## src/rtl/pipe_stage_skid_pkg.sv

```systemverilog
// Shared types and constants for the pipeline skid stage.
// The state encoding doubles as the occupancy count reported on the occupancy port.
package pipe_pkg;

    typedef enum logic [1:0] {
        ST_EMPTY = 2'd0,
        ST_MAIN  = 2'd1,
        ST_SKID  = 2'd2
    } state_e;

    localparam logic [31:0] RV_NOP = 32'h0000_0013;

endpackage

```

## src/rtl/pipe_stage_skid_sat_counter.sv

```systemverilog
// Saturating up-counter: steps by one per enabled cycle and holds at all-ones.
module sat_counter #(
    parameter int CNT_W = 16
) (
    input  logic             clk,
    input  logic             rst,
    input  logic             inc,
    output logic [CNT_W-1:0] count
);

    logic [CNT_W-1:0] count_q;
    logic [CNT_W-1:0] count_d;

    always_comb begin
        count_d = count_q;
        if (inc && (count_q != '1)) begin
            count_d = count_q + CNT_W'(1);
        end
    end

    always_ff @(posedge clk or posedge rst) begin
        if (rst) begin
            count_q <= '0;
        end else begin
            count_q <= count_d;
        end
    end

    assign count = count_q;

endmodule

```

## src/rtl/pipe_stage_skid.sv

```systemverilog
// One-cycle pipeline stage with a registered in_ready and an optional skid entry.
// Handshake: a beat moves on a rising edge when valid & ready are both high on that side.
module pipe_stage_skid
    import pipe_pkg::*;
#(
    parameter int                DATA_W      = 32,
    parameter logic [DATA_W-1:0] NOP_PAYLOAD = DATA_W'(RV_NOP),
    parameter int                SKID_EN     = 1,
    parameter int                CNT_W       = 16
) (
    input  logic              clk,
    input  logic              rst,
    input  logic              in_valid,
    input  logic [DATA_W-1:0] in_data,
    output logic              in_ready,
    output logic              out_valid,
    output logic [DATA_W-1:0] out_data,
    input  logic              out_ready,
    input  logic              flush,
    output logic [1:0]        occupancy,
    output logic [CNT_W-1:0]  flush_cnt
);

    state_e            state_q, state_d;
    logic [DATA_W-1:0] head_q, head_d;
    logic [DATA_W-1:0] skid_q, skid_d;
    logic              in_ready_q, in_ready_d;
    logic              in_fire;
    logic              out_fire;

    assign in_fire  = in_valid & in_ready_q;
    assign out_fire = (state_q != ST_EMPTY) & out_ready;

    always_comb begin
        state_d = state_q;
        head_d  = head_q;
        skid_d  = skid_q;
        if (flush) begin
            state_d = ST_EMPTY;
            head_d  = NOP_PAYLOAD;
            skid_d  = NOP_PAYLOAD;
        end else begin
            case (state_q)
                ST_EMPTY: begin
                    if (in_fire) begin
                        state_d = ST_MAIN;
                        head_d  = in_data;
                    end
                end
                ST_MAIN: begin
                    case ({in_fire, out_fire})
                        2'b11: head_d = in_data;
                        2'b01: begin
                            state_d = ST_EMPTY;
                            head_d  = NOP_PAYLOAD;
                        end
                        2'b10: begin
                            if (SKID_EN != 0) begin
                                state_d = ST_SKID;
                                skid_d  = in_data;
                            end
                        end
                        default: ;
                    endcase
                end
                ST_SKID: begin
                    if (out_fire) begin
                        state_d = ST_MAIN;
                        head_d  = skid_q;
                        skid_d  = NOP_PAYLOAD;
                    end
                end
                default: begin
                    state_d = ST_EMPTY;
                    head_d  = NOP_PAYLOAD;
                    skid_d  = NOP_PAYLOAD;
                end
            endcase
        end
    end

    // in_ready is registered from the next state so it never depends on out_ready combinationally.
    always_comb begin
        in_ready_d = 1'b0;
        if (SKID_EN != 0) begin
            in_ready_d = (state_d != ST_SKID);
        end else begin
            in_ready_d = (state_d == ST_EMPTY);
        end
    end

    always_ff @(posedge clk or posedge rst) begin
        if (rst) begin
            state_q    <= ST_EMPTY;
            head_q     <= NOP_PAYLOAD;
            skid_q     <= NOP_PAYLOAD;
            in_ready_q <= 1'b0;
        end else begin
            state_q    <= state_d;
            head_q     <= head_d;
            skid_q     <= skid_d;
            in_ready_q <= in_ready_d;
        end
    end

    sat_counter #(
        .CNT_W(CNT_W)
    ) u_flush_cnt (
        .clk  (clk),
        .rst  (rst),
        .inc  (flush),
        .count(flush_cnt)
    );

    assign in_ready  = in_ready_q;
    assign out_valid = (state_q != ST_EMPTY);
    assign out_data  = head_q;
    assign occupancy = state_q;

endmodule

```

## config.mk

```make
export PLATFORM = sky130hd
export DESIGN_NAME = pipe_stage_skid
export DESIGN_NICKNAME = d
export VERILOG_FILES = /design/src/rtl/pipe_stage_skid_pkg.sv /design/src/rtl/pipe_stage_skid_sat_counter.sv /design/src/rtl/pipe_stage_skid.sv
export SDC_FILE = /design/constraint.sdc
export NUM_CORES = 1
export LEC_CHECK = 0
export ABC_CLOCK_PERIOD_IN_PS = 2600
export BUFFER_PORTS_ARGS = -buffer_cell sky130_fd_sc_hd__buf_2
export CAP_MARGIN = 20
export CORE_MARGIN = 4
export CORE_UTILIZATION = 49
export DETAILED_ROUTE_END_ITERATION = 10
export PLACE_DENSITY = 0.76
export SLEW_MARGIN = 40
export SYNTH_ARGS = -nofsm -noshare
export SYNTH_HDL_FRONTEND = slang
export SYNTH_SLANG_ARGS = --single-unit
export TNS_END_PERCENT = 50
```

## constraint.sdc

```tcl
create_clock -name clk -period 2.6 [get_ports clk]
set_input_delay 0.39 -clock clk [delete_from_list [all_inputs] [get_ports clk]]
set_output_delay 0.39 -clock clk [all_outputs]
set_load 0.005 [all_outputs]
```

# After elaboration in Yosys (flattened, before gate mapping)
# Index checks and enable logic that the tools add are counted.
# Widths: inputs -> output; s select.
[totals]
register_bits = 83
inputBits = 37
output_inout_bits = 52
[op_classes]
addsub = 1
eq_ne = 12
n_mux = 14
bitwise_logic = 2
n_reduce_logical = 5
[ops]
columns = ["op", "count"]
rows = [
  ["$mux 32", 6],
  ["$pmux 32 s3", 2],
  ["$pmux 32 s2", 1],
  ["$add 16x1->16 const B", 1],
  ["$ne 16x16->1 const B", 1],
  ["$ne 3x3->1 const B", 3],
  ["$eq 2x2->1 const B", 3],
  ["$mux 2", 3],
  ["$pmux 2 s3", 1],
  ["$reduce_and 3->1", 2],
  ["$eq 2x1->1 const B", 2],
  ["$ne 2x2->1 const B", 2],
  ["$ne 4x2->1 const B", 1],
  ["$pmux 2 s2", 1],
  ["$and 1x1->1", 2],
  ["$logic_not 2->1", 1],
  ["$reduce_bool 2->1", 1],
  ["$logic_and 1x1->1", 1],
]

# Longest topological paths before layout
# Gate-level depths: netlist of the first run.
[depth]
ltp_word = 7
ltp_mapped = 6

# Cells and area by module
# Synthesis of the first run repeated with hierarchy kept, for this count alone.
[unflattened]
hier_cells = 384
area_unflattened_um2 = 4305.4
[modules_own_cells]
columns = ["module", "n_inst", "cells_each", "area_each_um2"]
rows = [
  ["pipe_stage_skid", 1, 313, 3499.6],
  ["sat_counter", 1, 71, 805.8],
]

# Least setup slack after synthesis of the first run
# OpenSTA, ideal clock, no wires.
[synth_timing]
path_kind = "register to register"
startpoint = "reg u_flush_cnt.count_q[0], in the netlist u_flush_cnt.count[0]"
endpoint = "reg u_flush_cnt.count_q[1], in the netlist u_flush_cnt.count[1]"
setup_ns = 0.125
t_arrival_ns = 1.451
setup_slack_ns = 1.024
path_stages_with_launch = 6
n_path_buf = 0
synth_period_minus_slack_ns = 1.576
cell_sequence = "dfrtp_1 -> ha_1 -> and3_1 -> nand4_2 -> nand2_1 -> mux2_2"
[synth_via]
elab_chain_cells = 2
[synth_lines]
columns = ["element", "line_no", "text"]
rows = [
  ["start: declaration", "pipe_stage_skid_sat_counter.sv:11", "logic [CNT_W-1:0] count_q;"],
  ["start signal: assignment", "pipe_stage_skid_sat_counter.sv:25", "count_q <= count_d;"],
  ["branches (longest 2 deep; another with $add 16x1->16)", "-", ""],
]
# Parallel ways; which one is timed is not known.
# A chain may end at the register's enable or synchronous reset.

# Final worst setup path of the first run
[layout_timing]
startpoint = "reg state_q[0], in the netlist occupancy[0]"
endpoint = "reg head_q[8], in the netlist out_data[8]"
[layout_via]
elab_chain_cells = 6
[layout_lines]
columns = ["element", "line_no", "text"]
rows = [
  ["start: declaration", "pipe_stage_skid.sv:24", "state_e state_q, state_d;"],
  ["start signal: assignment", "pipe_stage_skid.sv:99", "state_q <= state_d;"],
  ["$reduce_bool 2->1", "pipe_stage_skid.sv:32", "assign out_fire = (state_q != ST_EMPTY) & out_ready;"],
  ["$and 1x1->1", "pipe_stage_skid.sv:32", ""],
  ["$eq 2x1->1 / $eq 2x2->1 (equally long branches)", "pipe_stage_skid.sv:51", "case ({in_fire, out_fire})"],
  ["$pmux 32 s2", "pipe_stage_skid.sv:51", ""],
  ["$pmux 32 s3", "pipe_stage_skid.sv:43", "case (state_q)"],
  ["$mux 32", "pipe_stage_skid.sv:38", "if (flush) begin"],
  ["end signal: assignment", "pipe_stage_skid.sv:95", "head_q <= NOP_PAYLOAD;"],
  ["end signal: assignment", "pipe_stage_skid.sv:100", "head_q <= head_d;"],
  ["end: declaration", "pipe_stage_skid.sv:25", "logic [DATA_W-1:0] head_q, head_d;"],
]
# Parallel ways exist; a longest one is shown, timed or not.

==> results summary, run 1 <==
The count of nets left with antenna violations once routing finished came out at 0. The final net count is 481. The Yosys step of the flow raised 0 warnings.

By count the netlist is led by sky130_fd_sc_hd__dfrtp_1, sky130_fd_sc_hd__nand2_1, sky130_fd_sc_hd__inv_1, sky130_fd_sc_hd__a22oi_1, sky130_fd_sc_hd__mux2i_1. The fraction of power consumed by combinational cells is 18.2%. The portion of synthesized cell area occupied by the leading cell type came out at 48.3%.

The largest driver fanout on the critical path is 30. The diode insertion count for antenna repair is 0. The die width is 98.3 um. The CTS H-tree depth came out at 3. The number of distinct standard cells referenced by the synthesized netlist is 46. The path class of the tightest hold or removal check is primary input to async pin.

The critical-path cell with the highest stage delay is sky130_fd_sc_hd__dfrtp_1. The number of gates resized after CTS is 0. From bottom edge to top edge, the die measures 98.3 um. The DRC violation count after routing is 0. The total placed instance area came out at 4500 sq um. Detailed placement finished with a half-perimeter wire length of 6140 um. IR analysis of the VDD net gives a maximum drop of 309 uV. The switching power is 0.902 mW.

Counting flops with a built-in enable in the synthesized netlist gives 0. Counting stages on the worst path, the most repeated cell is sky130_fd_sc_hd__o2bb2ai_1. The number of fillers in the final layout is 667. CTS placed an instance of sky130_fd_sc_hd__clkbuf_8 at the clock tree root. The number of hold violations in the final report is 0.

The flow ran to the end, and the final reports show no timing, DRC or antenna violations. For the pin with the worst max-slew slack, the measured transition is 0.691 ns. Entering global routing, the biggest net connects 48 pins. The area growth from synthesis to final layout is 17.2%. The post-route cell area came out at 4680 sq um. Sorting the synthesized cells by area gives the leading types as sky130_fd_sc_hd__dfrtp_1, sky130_fd_sc_hd__mux2i_1, sky130_fd_sc_hd__a22oi_1, sky130_fd_sc_hd__o2bb2ai_1, sky130_fd_sc_hd__dfstp_2. The clock reaches the later pin of the worst-skew pair after 0.35 ns. The post-detailed-route wirelength per cell is 16.5 um. In this run, the number of DRC markers left after iteration 0 of detailed routing was 165. Among all flip-flop cells after synthesis, the most frequent one is sky130_fd_sc_hd__dfrtp_1. The achievable clock frequency came out at 518 MHz.

The async set-or-reset flop fraction in the synthesized netlist came out at 100%. For this run, the total global-route usage over all layers was measured as 19.9%. The clock arrives with 0.0101 ns of skew. The part of the total power dissipated in sequential elements is 53.0%.

The clock sink total is 83. Counting the buffers created by CTS gives 9. Summed over all cells, the static leakage comes to 2.26 nW.

TritonCTS built the clock tree. Walking the worst path, the cells encountered are nand2b_1 > o2bb2ai_1 > and2b_1 > buf_4 > o2bb2ai_1. The worst reg-to-reg setup slack is 0.67 ns.

Dividing the final minimum period by the clock period gives 74.3%. The final number of max-transition violations came out at 0. The cell type group with the largest total delay on the critical path is flip-flops. Routability-driven placement finished with a final weighted congestion of 0.800. STA classifies the critical path endpoint as a register. The row count is 32. The total negative slack for setup checks is 0 ns.

Clock-pin slew was measured on the worst setup and hold paths at 0.09 ns. Cell internal power was estimated by the tool at 2.02 mW. The cts-stage hold buffer count came out at 0. STA puts the critical path data required time at 2.87 ns. The instance count of the mapped netlist came out at 358.

The category of the critical setup timing path is register to register. The worst pin sits at a relative slew slack of 53.9%. For this run, the slowest stage of the critical path takes 0.60 ns. In this run the count of I/O pins placed on the die edge is 89. The data arrival time at the worst-slack endpoint is 2.20 ns. Setup repair after global routing left no endpoint under its margin. The number of buffers inserted by post-CTS setup repair is 0.

The via count of the first global-routing pass was 3010. For this block, the routed nets add up to 9090 um of wire. The largest total area in the synthesized netlist belongs to sky130_fd_sc_hd__dfrtp_1. The maximum buffer depth of the clock tree came out at 2.

The wire length of the first global-routing pass is 15300 um. The number of port buffers is 88. Global routing finished with a remaining overflow of 0.

The power density relative to cell area came out at 623 nW/um^2. Before antenna repair, the detailed router went through 4 iterations. After detailed routing, the number of vias per cell comes to 5.50. Setup violations remaining at the end of the flow were counted as 0. The starting density of the core is 51.1%. STA classifies the critical path startpoint as a register. Together, buffers and inverters on the worst path number 1. Sequential cells were found to cover 52.2% of the synthesized design area.

The number of antenna violations at the first check in global routing is 0. The number of violations of the max-capacitance limit is 0. Counting I/O delays and the setup requirement, the final critical path takes 1.93 ns.

The number of flip-flops and latches in the synthesized netlist came out at 83. The synthesized area came out at 3990 sq um. By instance count, the leading cell after synthesis is sky130_fd_sc_hd__dfrtp_1.

The number of nets in the synthesized netlist is 396. The net switching fraction of the power is 30.9%. The post-synthesis average cell area came out at 11.2 sq um. The clock share of power came out at 28.8%. The floorplan step defined a die boundary enclosing 9660 sq um. The fraction of layout instances using a drive strength above 1 came out at 31.9%. The via count of the routed design is 3023. The placeable core region came out at 7810 sq um.
## state kept, by name, summed over array words and instances, names as in the netlist
name               flops
out_data              32
skid_q                32
u_flush_cnt.count     16
occupancy              2
in_ready               1
## power by group through the flow
stage / Clock, mW / Sequential [mW] / Combinational [mW]
floorplan: 0 / 1.55 / 0.336
global placement: 0 / 1.56 / 0.527
detailed placement: 0 / 1.57 / 0.539
CTS: 0.867 / 1.54 / 0.541
global route: 0.939 / 1.57 / 0.597
finish: 0.839 / 1.55 / 0.532
## final cells by class
class                   count  area [sq um]  share of cell area, %
clock buffers               9           124                   2.65
clock inverters             7          52.6                   1.12
inverters                  32           121                   2.59
multi-input cells         219          1640                   35.1
flip-flops and latches     83          2080                   44.5
well taps                 102           128                   2.73
repair buffers             98           528                   11.3
## worst reg2reg max path: cells and delay by family, from the launching register on
| kind | cells | cell delay (ns) |
|---|---|---|
| DFF | 1 | 0.60 |
| and+or+nand+nor | 2 | 0.41 |
| AOI/OAI and AO/OA | 2 | 0.49 |
| buffers and inverters | 1 | 0.35 |
## cell families after synthesis
kind of cell / count (synthesis) / synth area share (%)
adder cells (fa/ha/maj): 1 / 0.313
multiplexers: 33 / 8.40
buffers and inverters: 56 / 7.02
AND/OR/NAND/NOR: 91 / 11.8
AO/OA/AOI/OAI: 80 / 17.2
flip-flops: 83 / 52.2
XOR/XNOR: 14 / 3.07
## per-layer routing
layer / vias to the layer above / part of all wire (%) / track usage (%)
met2: 75 / 47 / 29.0
met5: - / 0 / 0
met3: 5 / 4.6 / 4.79
met1: 1503 / 47 / 29.4
met4: 0 / 1.2 / 6.51
li1: 1440 / - / -
## stage by stage
stage / total power [mW] / instances / hold slack, ns / utilization [%] / worst slack, ns
detailed placement: 2.11 / 534 / 0.463 / 57.7 / 0.738
CTS: 2.95 / 550 / 0.123 / 60.0 / 0.716
finish: 2.92 / 550 / 0.118 / 60.0 / 0.668
global placement: 2.09 / 534 / 0.460 / 57.7 / 0.848
global route: 3.10 / 550 / 0.153 / 60.0 / 0.561
floorplan: 1.88 / 358 / 0.455 / - / 0.0831
## worst paths after layout
| check | from | endpoint | depth (start not counted) |
|---|---|---|---|
| worst max-delay path | occupancy[0] | out_data[8] | 5 |
| worst min-delay path | rst | out_data[12] | 2 |
| worst max register to register | occupancy[0] | out_data[8] | 5 |
| worst min register to register | out_data[4] | out_data[4] | 2 |
| max in group asynchronous | rst | skid_q[0] | 3 |
| min in group clk | in_data[28] | skid_q[28] | 3 |
## cell usage in the layout, fill, tap and decap left out, types with 2 or more instances in the layout
cell / synthesis / layout
sky130_fd_sc_hd__clkinv_2: 0 / 3
sky130_fd_sc_hd__o2bb2ai_1: 23 / 23
sky130_fd_sc_hd__dfstp_2: 6 / 6
sky130_fd_sc_hd__or2_1: 2 / 2
sky130_fd_sc_hd__a21oi_1: 6 / 6
sky130_fd_sc_hd__o2bb2ai_2: 7 / 7
sky130_fd_sc_hd__mux2i_1: 29 / 29
sky130_fd_sc_hd__and4_1: 3 / 3
sky130_fd_sc_hd__nand2_1: 40 / 40
sky130_fd_sc_hd__nand2b_1: 3 / 3
sky130_fd_sc_hd__a22oi_1: 29 / 29
sky130_fd_sc_hd__nand4_1: 12 / 12
sky130_fd_sc_hd__xnor2_1: 14 / 14
sky130_fd_sc_hd__dfrtp_1: 77 / 77
sky130_fd_sc_hd__mux2_2: 3 / 3
sky130_fd_sc_hd__nor2_2: 1 / 2
sky130_fd_sc_hd__clkbuf_8: 0 / 9
sky130_fd_sc_hd__nand3_1: 8 / 8
sky130_fd_sc_hd__buf_4: 7 / 9
sky130_fd_sc_hd__inv_6: 0 / 2
sky130_fd_sc_hd__nor2_1: 5 / 4
sky130_fd_sc_hd__o21ai_0: 2 / 2
sky130_fd_sc_hd__or3_1: 3 / 3
sky130_fd_sc_hd__buf_2: 11 / 88
sky130_fd_sc_hd__inv_1: 32 / 31
sky130_fd_sc_hd__clkinv_4: 0 / 2
sky130_fd_sc_hd__a31oi_1: 3 / 2
sky130_fd_sc_hd__and3_1: 6 / 6
Power figures use the tool's default switching activity.
==> run 2: changes to the inputs <==
--- a/config.mk
+++ b/config.mk
@@ -5,7 +5,7 @@
 export SDC_FILE = /design/constraint.sdc
 export NUM_CORES = 1
 export LEC_CHECK = 0
-export ABC_CLOCK_PERIOD_IN_PS = 2600
+export ABC_CLOCK_PERIOD_IN_PS = 1600
 export BUFFER_PORTS_ARGS = -buffer_cell sky130_fd_sc_hd__buf_2
 export CAP_MARGIN = 20
 export CORE_MARGIN = 4
==> constraint.sdc (replaced) <==
create_clock -name clk -period 1.6 [get_ports clk]
set_input_delay 0.24 -clock clk [delete_from_list [all_inputs] [get_ports clk]]
set_output_delay 0.24 -clock clk [all_outputs]
set_load 0.005 [all_outputs]
==> run 2 against run 1 <==
  * The run now ends with negative setup slack left
  * Global-route usage is 1.5 points higher
  * Sequential power is 61% higher
  * Core utilization is 5.8 points higher
  * Clock skew up 0.0042 ns
  * Die area unchanged
  * Routed wire length is 12% higher
  * Setup slack got worse by 0.67 ns
  * Non-clock buffer count up 30
  * Hold slack got worse by 0.0048 ns
  * Power up 82%
  * First-iteration DRC count fell by 12%
==> results summary, run 2 (synthesized netlist as in run 1, its figures left out) <==
The fraction of power consumed by combinational cells came out at 20.4%. The DRC violation count after routing is 0. The static power due to leakage is 2.46 nW. The part of the total power dissipated in sequential elements came out at 46.8%.

In this run the horizontal extent of the chip is 98.3 um. The library cell used most frequently in the layout, excluding fill and tap cells, is sky130_fd_sc_hd__buf_2. The final net count is 512. The routed wire length came out at 10200 um. The starting density of the core came out at 51.1%. The net switching fraction of the power is 29.6%.

Measured in cells, the most critical reg-to-reg path has a length of 6. After clock tree synthesis, the clock-pin slew on the worst setup and hold paths is 0.10 ns. Across the VDD grid, the largest voltage drop is 869 uV. The number of hold violations in the final report came out at 0. After detailed routing, the average wire length per cell comes to 17.5 um. The via count of the routed design came out at 3217. The combined global-route utilization of all metal layers came out at 21.4%. The die height came out at 98.3 um. The run finished, with violations left.

The tightest min-delay check is of the primary input to register type. The signal on the critical path passes through buf_6 > o21bai_4 > a21oi_4 > buf_4 > buf_4 > mux2_2. The end of the worst register-to-register path is skid_q[4]. The tightest hold path in the finished design has a slack of 0.113 ns. The final worst-path setup slack is -0.00138 ns. For this design, the slowest cell found on the critical path is sky130_fd_sc_hd__dfrtp_2.

The first global-routing pass estimated 16600 um of wire. The total stage count of the critical path came out at 6. STA classifies the critical path endpoint as a register.

The cell type group with the largest total delay on the critical path is flip-flops. In the final layout, the share of cells above drive strength 1 is 38.2%. The post-route minimum period is 1.60 ns. The setup path with the least slack is of type register to register. The power density relative to cell area came out at 1040 nW/um^2.

The total negative slack for setup checks is -0.00138 ns. The first-iteration detailed-routing DRC count came out at 146. The number of antenna violations at the first check in global routing was 0. Detailed placement finished with a half-perimeter wire length of 6830 um.

The number of non-filler instances in the completed layout is 581. The switching power came out at 1.57 mW. The last weighted congestion value of the routability-driven placer is 0.914. The achievable clock frequency is 624 MHz. In the routed layout, each cell is associated on average with a via count of 5.54. The pre-antenna-repair detailed-routing pass consisted of 4 iterations.

The checks that failed: negative setup slack. The H-tree was split into 3 levels. The floorplan has 32 rows. On the final layout, the worst clock skew is 0.0143 ns. The worst setup path startpoint is occupancy[1]. The maximum buffer depth of the clock tree is 2. In this run the worst setup path terminates at skid_q[4]. The via count of the first global-routing pass is 3275. The internal cell power came out at 3.74 mW. The number of port buffers came out at 88.

Clock tree synthesis inserted a total of 9 buffers. The normalized max-slew margin is 59.2%. The placed instance count is 556. For the worst setup path, the data required time is 1.90 ns.

The transition time of the tightest slew-check pin is 0.610 ns. Along the worst path, the maximum fanout reaches 8. The final worst-path cycle share is 100%. The post-placement setup slack came out at -0.158 ns. The clock share of power is 32.8%. The overall power came out at 5.32 mW.

The number of nets with antenna violations after detailed routing is 0. Pin placement for this block handled 89 I/O pins. The global-route congestion overflow total is 0.

Setup violations remaining at the end of the flow were counted as 1. The number of buffers and inverters on the critical path came out at 3. The startpoint identified for the worst register-to-register timing path is occupancy[1]. The number of fillers in the final layout came out at 616. TritonCTS built the clock tree.

The final number of max-transition violations came out at 0. In the layout the commonest cells are sky130_fd_sc_hd__buf_2, sky130_fd_sc_hd__dfrtp_1, sky130_fd_sc_hd__nand2_1. The root buffer cell chosen for the clock tree is sky130_fd_sc_hd__clkbuf_8. The placeable core region came out at 7810 sq um.

The multi-input combinational cells in the finished layout cover a total of 1700 sq um. Entering global routing, the biggest net connects 26 pins. The post-route cell area is 5130 sq um. The worst setup path is launched from a register.

The number of violations of the max-capacitance limit came out at 0. The data arrival time at the worst-slack endpoint came out at 1.90 ns. The clock sink total came out at 83.

Setup repair after global routing could not meet its margin everywhere. The worst reg-to-reg setup slack is -0.001 ns. The final cell utilization of the core came out at 65.8%.

The diode insertion count for antenna repair is 0. The floorplan step defined a die boundary enclosing 9660 sq um. The biggest cell delay along the critical path came out at 0.47 ns. The clock latency on the worst-skew pair is 0.37 ns. The area growth from synthesis to final layout came out at 28.6%.

Summing all flip-flop and latch instances after layout gives 2090 sq um. Once placement finished, the instance area stood at 4760 sq um. Among the stages of the critical path, the cell type that occurs most often is sky130_fd_sc_hd__buf_4.
==> run 2: changes by cell type in the layout (fill, tap and decap cells not counted), moves of 3 or more <==
cell and change:
sky130_fd_sc_hd__buf_4 +18, sky130_fd_sc_hd__clkinv_2 -3, sky130_fd_sc_hd__buf_12 +6, sky130_fd_sc_hd__buf_6 +4, sky130_fd_sc_hd__mux2i_1 -3, sky130_fd_sc_hd__mux2i_2 +3
==> run 2: worst min path at each step <==
stage / from / to / slack [ns] / cells after the start
after detailed placement: rst / out_data[3] / 0.36 / 2
after global routing: in_data[15] / skid_q[15] / 0.1 / 3
after CTS: in_data[14] / skid_q[14] / 0.10 / 3
after global placement: rst / skid_q[5] / 0.35 / 2
final: in_data[3] / skid_q[3] / 0.11 / 3
after floorplan: in_data[1] / out_data[1] / 0.35 / 2
==> run 2: power by group through the flow <==
stage | Sequential (mW) | Combinational [mW] | Clock (mW)
finish | 2.49 | 1.09 | 1.75
global route | 2.52 | 1.19 | 1.88
CTS | 2.48 | 1.06 | 1.77
detailed placement | 2.52 | 1.03 | 0
global placement | 2.51 | 1.00 | 0
floorplan | 2.51 | 0.546 | 0
==> run 2: tightest hold or removal path, delay by kind of cell <==
family	cells	cell delay (ns)
mux	1	0.05
buf+inv	1	0.10
simple gates	1	0.05
==> run 2: cell type report <==
class / instances / area share, %
Sequential cell: 83 / 40.6
Multi-Input combinational cell: 220 / 33.2
Timing Repair Buffer: 128 / 16.8
Tap cell: 102 / 2.49
Clock buffer: 9 / 2.41
Inverter: 32 / 2.41
Clock inverter: 7 / 2.05
==> run 2: repair_timing <==
action,in CTS,in global routing
hold endpoints to repair,19,0
gates cloned,1,1
endpoints found under the setup margin,31,48
pin swaps,1,1
resized for setup,5,10
setup buffers,0,6
hold buffers,1,0
==> run 2: routing by layer <==
layer	track usage (%)	routed length (um)	vias to the layer above	share of wire, %
met2	33.1	4930	99	49
met1	30.2	4520	1593	45
met4	7.14	180	0	1.8
met3	4.43	523	16	5.2
met5	0	0	-	0
li1	-	-	1509	-
==> run 3: changes to the inputs <==
--- a/config.mk
+++ b/config.mk
@@ -7,13 +7,13 @@
 export LEC_CHECK = 0
 export ABC_CLOCK_PERIOD_IN_PS = 1600
 export BUFFER_PORTS_ARGS = -buffer_cell sky130_fd_sc_hd__buf_2
-export CAP_MARGIN = 20
 export CORE_MARGIN = 4
-export CORE_UTILIZATION = 49
+export CORE_UTILIZATION = 50
 export DETAILED_ROUTE_END_ITERATION = 10
-export PLACE_DENSITY = 0.76
+export PLACE_DENSITY = 0.77
 export SLEW_MARGIN = 40
 export SYNTH_ARGS = -nofsm -noshare
 export SYNTH_HDL_FRONTEND = slang
+export SYNTH_HIERARCHICAL = 1
 export SYNTH_SLANG_ARGS = --single-unit
 export TNS_END_PERCENT = 50
==> run 3 against run 2 <==
  * The flow still finishes with violations (negative setup slack)
  * Clock power fell by 3%
  * First-iteration DRC count grew 6.8%
  * Setup slack worse by 0.14 ns
  * Core utilization rose by 4.6 points
  * Synthesized area is 7.8% higher
  * Final cell count rose by 6.7%
  * Highest routed layer unchanged
==> results summary, run 3 <==
The run finished, with violations left. The checks that failed: negative setup slack. In the synthesized netlist the dominant register cell turns out to be sky130_fd_sc_hd__dfrtp_1.

The clock-pin slew on the worst setup and hold paths came out at 0.09 ns. Counting instances in the post-synthesis netlist gives the leading cell types as sky130_fd_sc_hd__dfrtp_1, sky130_fd_sc_hd__nand3_1, sky130_fd_sc_hd__nand2_1, sky130_fd_sc_hd__nand3b_1, sky130_fd_sc_hd__mux2i_1. The cell at the root of the clock tree is sky130_fd_sc_hd__clkbuf_8. The biggest area contributor in the post-synthesis netlist is sky130_fd_sc_hd__dfrtp_1.

The final worst-path setup slack is -0.146 ns. The diode insertion count for antenna repair came out at 0. Setup repair after global routing could not meet its margin everywhere.

The net switching fraction of the power is 28.7%. Combinational cells account for 24.3% of the total power. The half-perimeter wire length after detailed placement is 6970 um. The internal cell power is 3.95 mW.

Synthesis produced a netlist with a net count of 422. The normalized max-slew margin came out at 59.4%. The portion of synthesized cell area occupied by the leading cell type came out at 44.8%.

The share of synthesized area occupied by flip-flops and latches is 48.4%. Setup violations remaining at the end of the flow were counted as 33. Detailed routing inserted a total of 3520 vias. Leaving out fill and tap cells, the most frequent cells in the layout are sky130_fd_sc_hd__buf_2, sky130_fd_sc_hd__dfrtp_1, sky130_fd_sc_hd__nand3_1.

The combined global-route utilization of all metal layers came out at 21.5%. The number of non-filler instances in the completed layout is 620. The clock latency on the worst-skew pair came out at 0.35 ns. The region available for standard cell placement spans 8300 sq um. The number of violations of the max-capacitance limit is 0. The first global-routing pass estimated 17100 um of wire. The overall power came out at 5.54 mW. The total of warnings raised by yosys came out at 6.

The last weighted congestion value of the routability-driven placer came out at 0.850. The die height came out at 101 um. The number of nets with antenna violations after detailed routing is 0. The worst setup path is captured at a register. The placed instance count is 587. The transition time of the tightest slew-check pin came out at 0.608 ns. The final net count came out at 548.

STA classifies the critical path startpoint as a register. For this run, design rule violations remaining after detail routing come to 0. The instance count of the mapped netlist came out at 384. The per-cell via count in the routed design came out at 5.68. After layout, the worst path uses 109% of the clock period.

The die width is 101 um. The area growth from synthesis to final layout is 35.6%. The count of flip-flops with a built-in enable after synthesis came out at 0.

The initial utilization of the core area, before any placement, comes to 51.9%. The post-detailed-route wirelength per cell is 18.0 um. The average instance in the mapped netlist occupies 11.2 sq um. The number of flip-flops and latches in the synthesized netlist is 83. The clock net in this run drives a total of 83 sinks. The critical path is of the register to register type.

For the final database, setup skew stands at 0.0105 ns. Cells with a size suffix above 1 make up 46.2% of the layout. The row count came out at 33. The length of the first detailed-routing pass in iterations is 4. The final number of max-transition violations is 0. By area the synthesized netlist is led by sky130_fd_sc_hd__dfrtp_1, sky130_fd_sc_hd__mux2_4, sky130_fd_sc_hd__mux2i_1, sky130_fd_sc_hd__o2bb2ai_1, sky130_fd_sc_hd__nand3b_1. Leaving out fill and tap cells, the most frequent cell in the layout is sky130_fd_sc_hd__buf_2. The power density relative to cell area is 949 nW/um^2. The clock share of power is 30.7%. The post-route minimum period is 1.75 ns. Data arrives at the worst endpoint at 1.98 ns. The first-iteration detailed-routing DRC count is 156. Static timing analysis puts the maximum clock frequency at 573 MHz. The number of hold violations in the final report came out at 0. The highest ir drop seen on vdd came out at 557 uV. No sink is reached through more buffers than the 2 on the longest clock path. The number of port buffers is 88.

Entering global routing, the biggest net connects 46 pins. In this run the worst path has a maximum fanout of 7. The worst min-delay path category is primary input to register.

The required time reported for the critical path endpoint came out at 1.83 ns. The via count of the first global-routing pass is 3459. The CTS H-tree depth is 3. The routed wire length is 11200 um. TritonCTS built the clock tree. The number of clock buffers inserted by TritonCTS is 9. The number of placed I/O pins is 89.

The synthesized area is 4310 sq um. The minimum hold slack is 0.124 ns. The most frequently used cell type in the post-synthesis netlist is sky130_fd_sc_hd__dfrtp_1. The die covers 10200 sq um. After synthesis, the share of flip-flops with an asynchronous set or reset is 100%. The post-placement setup slack is -0.116 ns. The switching power is 1.59 mW. Of the total power, registers draw 45.0%. The number of distinct standard cells referenced by the synthesized netlist came out at 51. The number of antenna violations at the first check in global routing is 0. The static power due to leakage came out at 2.82 nW. The global-route congestion overflow total came out at 0.
-- run 3: cell types whose count changed after synthesis, moves of 5 or more --
| cell | before | now |
|---|---|---|
| sky130_fd_sc_hd__buf_4 | 7 | 2 |
| sky130_fd_sc_hd__o2bb2ai_2 | 7 | 0 |
| sky130_fd_sc_hd__nor3_1 | 0 | 6 |
| sky130_fd_sc_hd__mux2_1 | 1 | 7 |
| sky130_fd_sc_hd__inv_1 | 32 | 9 |
| sky130_fd_sc_hd__mux2_4 | 0 | 20 |
| sky130_fd_sc_hd__nand4_1 | 12 | 5 |
| sky130_fd_sc_hd__a22o_1 | 0 | 6 |
| sky130_fd_sc_hd__mux2i_1 | 29 | 24 |
| sky130_fd_sc_hd__clkbuf_1 | 2 | 7 |
| sky130_fd_sc_hd__nand3_1 | 8 | 37 |
| sky130_fd_sc_hd__nand3b_1 | 1 | 25 |
| sky130_fd_sc_hd__a22oi_1 | 29 | 3 |
-- run 3: critical path, cell delays in order, from the launching register on --
cell,delay (ns)
sky130_fd_sc_hd__dfrtp_2,0.47
sky130_fd_sc_hd__or2_4,0.26
sky130_fd_sc_hd__a211oi_4,0.27
sky130_fd_sc_hd__buf_6,0.18
sky130_fd_sc_hd__buf_8,0.14
sky130_fd_sc_hd__mux2_4,0.30
-- run 3: cells by family (layout without fill, tap and decap cells) --
| kind of cell | count (synthesis) | after routing | share of synthesized area, % |
|---|---|---|---|
| adders and majority gates | 1 | 1 | 0.291 |
| AOI/OAI and AO/OA | 55 | 55 | 10.1 |
| and+or+nand+nor | 143 | 143 | 19.2 |
| xor gates and xnor gates | 12 | 12 | 2.44 |
| muxes | 55 | 55 | 15.4 |
| DFF | 83 | 83 | 48.4 |
| buffers and inverters | 35 | 166 | 4.13 |
-- run 3: layer usage --
metal  routed length (um)  vias up  track usage (%)
met2                 5250      141             32.9
li1                     -     1641                -
met4                  272        0             5.91
met3                  755       21             4.91
met5                    0        -                0
met1                 4880     1717             30.7
-- run 3: through the flow --
step	utilization (%)	area, sq um	setup TNS, ns
after CTS	66.5	5520	-1.83
after global routing	70.3	5840	-4.95
after global placement	61.6	5110	-1.30
after floorplan	-	4310	-3.42
after detailed placement	61.6	5110	-2.55
final	70.3	5840	-3.74
-- run 3: power groups by stage --
stage          sequential, mW  combinational (mW)  clock, mW
5_1_grt                  2.52                1.45       1.83
4_1_cts                  2.49                1.24       1.73
3_5_place_dp             2.52                1.15          0
3_3_place_gp             2.51                1.11          0
2_1_floorplan            2.53               0.605          0
6_report                 2.49                1.35       1.70
-- run 3: repair_timing --
action,in CTS,in global routing
hold buffers,1,0
buffers inserted,5,6
hold endpoints to repair,23,0
cloned,2,3
endpoints found under the setup margin,30,62
gates resized for setup,21,36
pin swaps,3,1
-- run 3: path summary, 6_finish.rpt --
| path | cells after the start | start | slack (ns) | to |
|---|---|---|---|---|
| worst max-delay path | 5 | occupancy[0] | -0.15 | out_data[19] |
| worst min-delay path | 3 | in_data[8] | 0.12 | skid_q[8] |
| worst max register to register | 5 | occupancy[0] | -0.15 | out_data[19] |
| worst min register to register | 2 | out_data[0] | 0.49 | out_data[0] |
| max in group asynchronous | 3 | rst | 0.67 | u_flush_cnt/count[1] |
| min in group asynchronous | 3 | rst | 0.37 | out_data[27] |
-- run 3: cell type report --
class | count | area (sq um)
Multi-Input combinational cell | 266 | 2280
Sequential cell | 83 | 2090
Inverter | 9 | 37.5
Clock buffer | 10 | 138
Clock inverter | 6 | 88.8
Tap cell | 105 | 131
Fill cell | 584 | 2460
Timing Repair Buffer | 141 | 1080
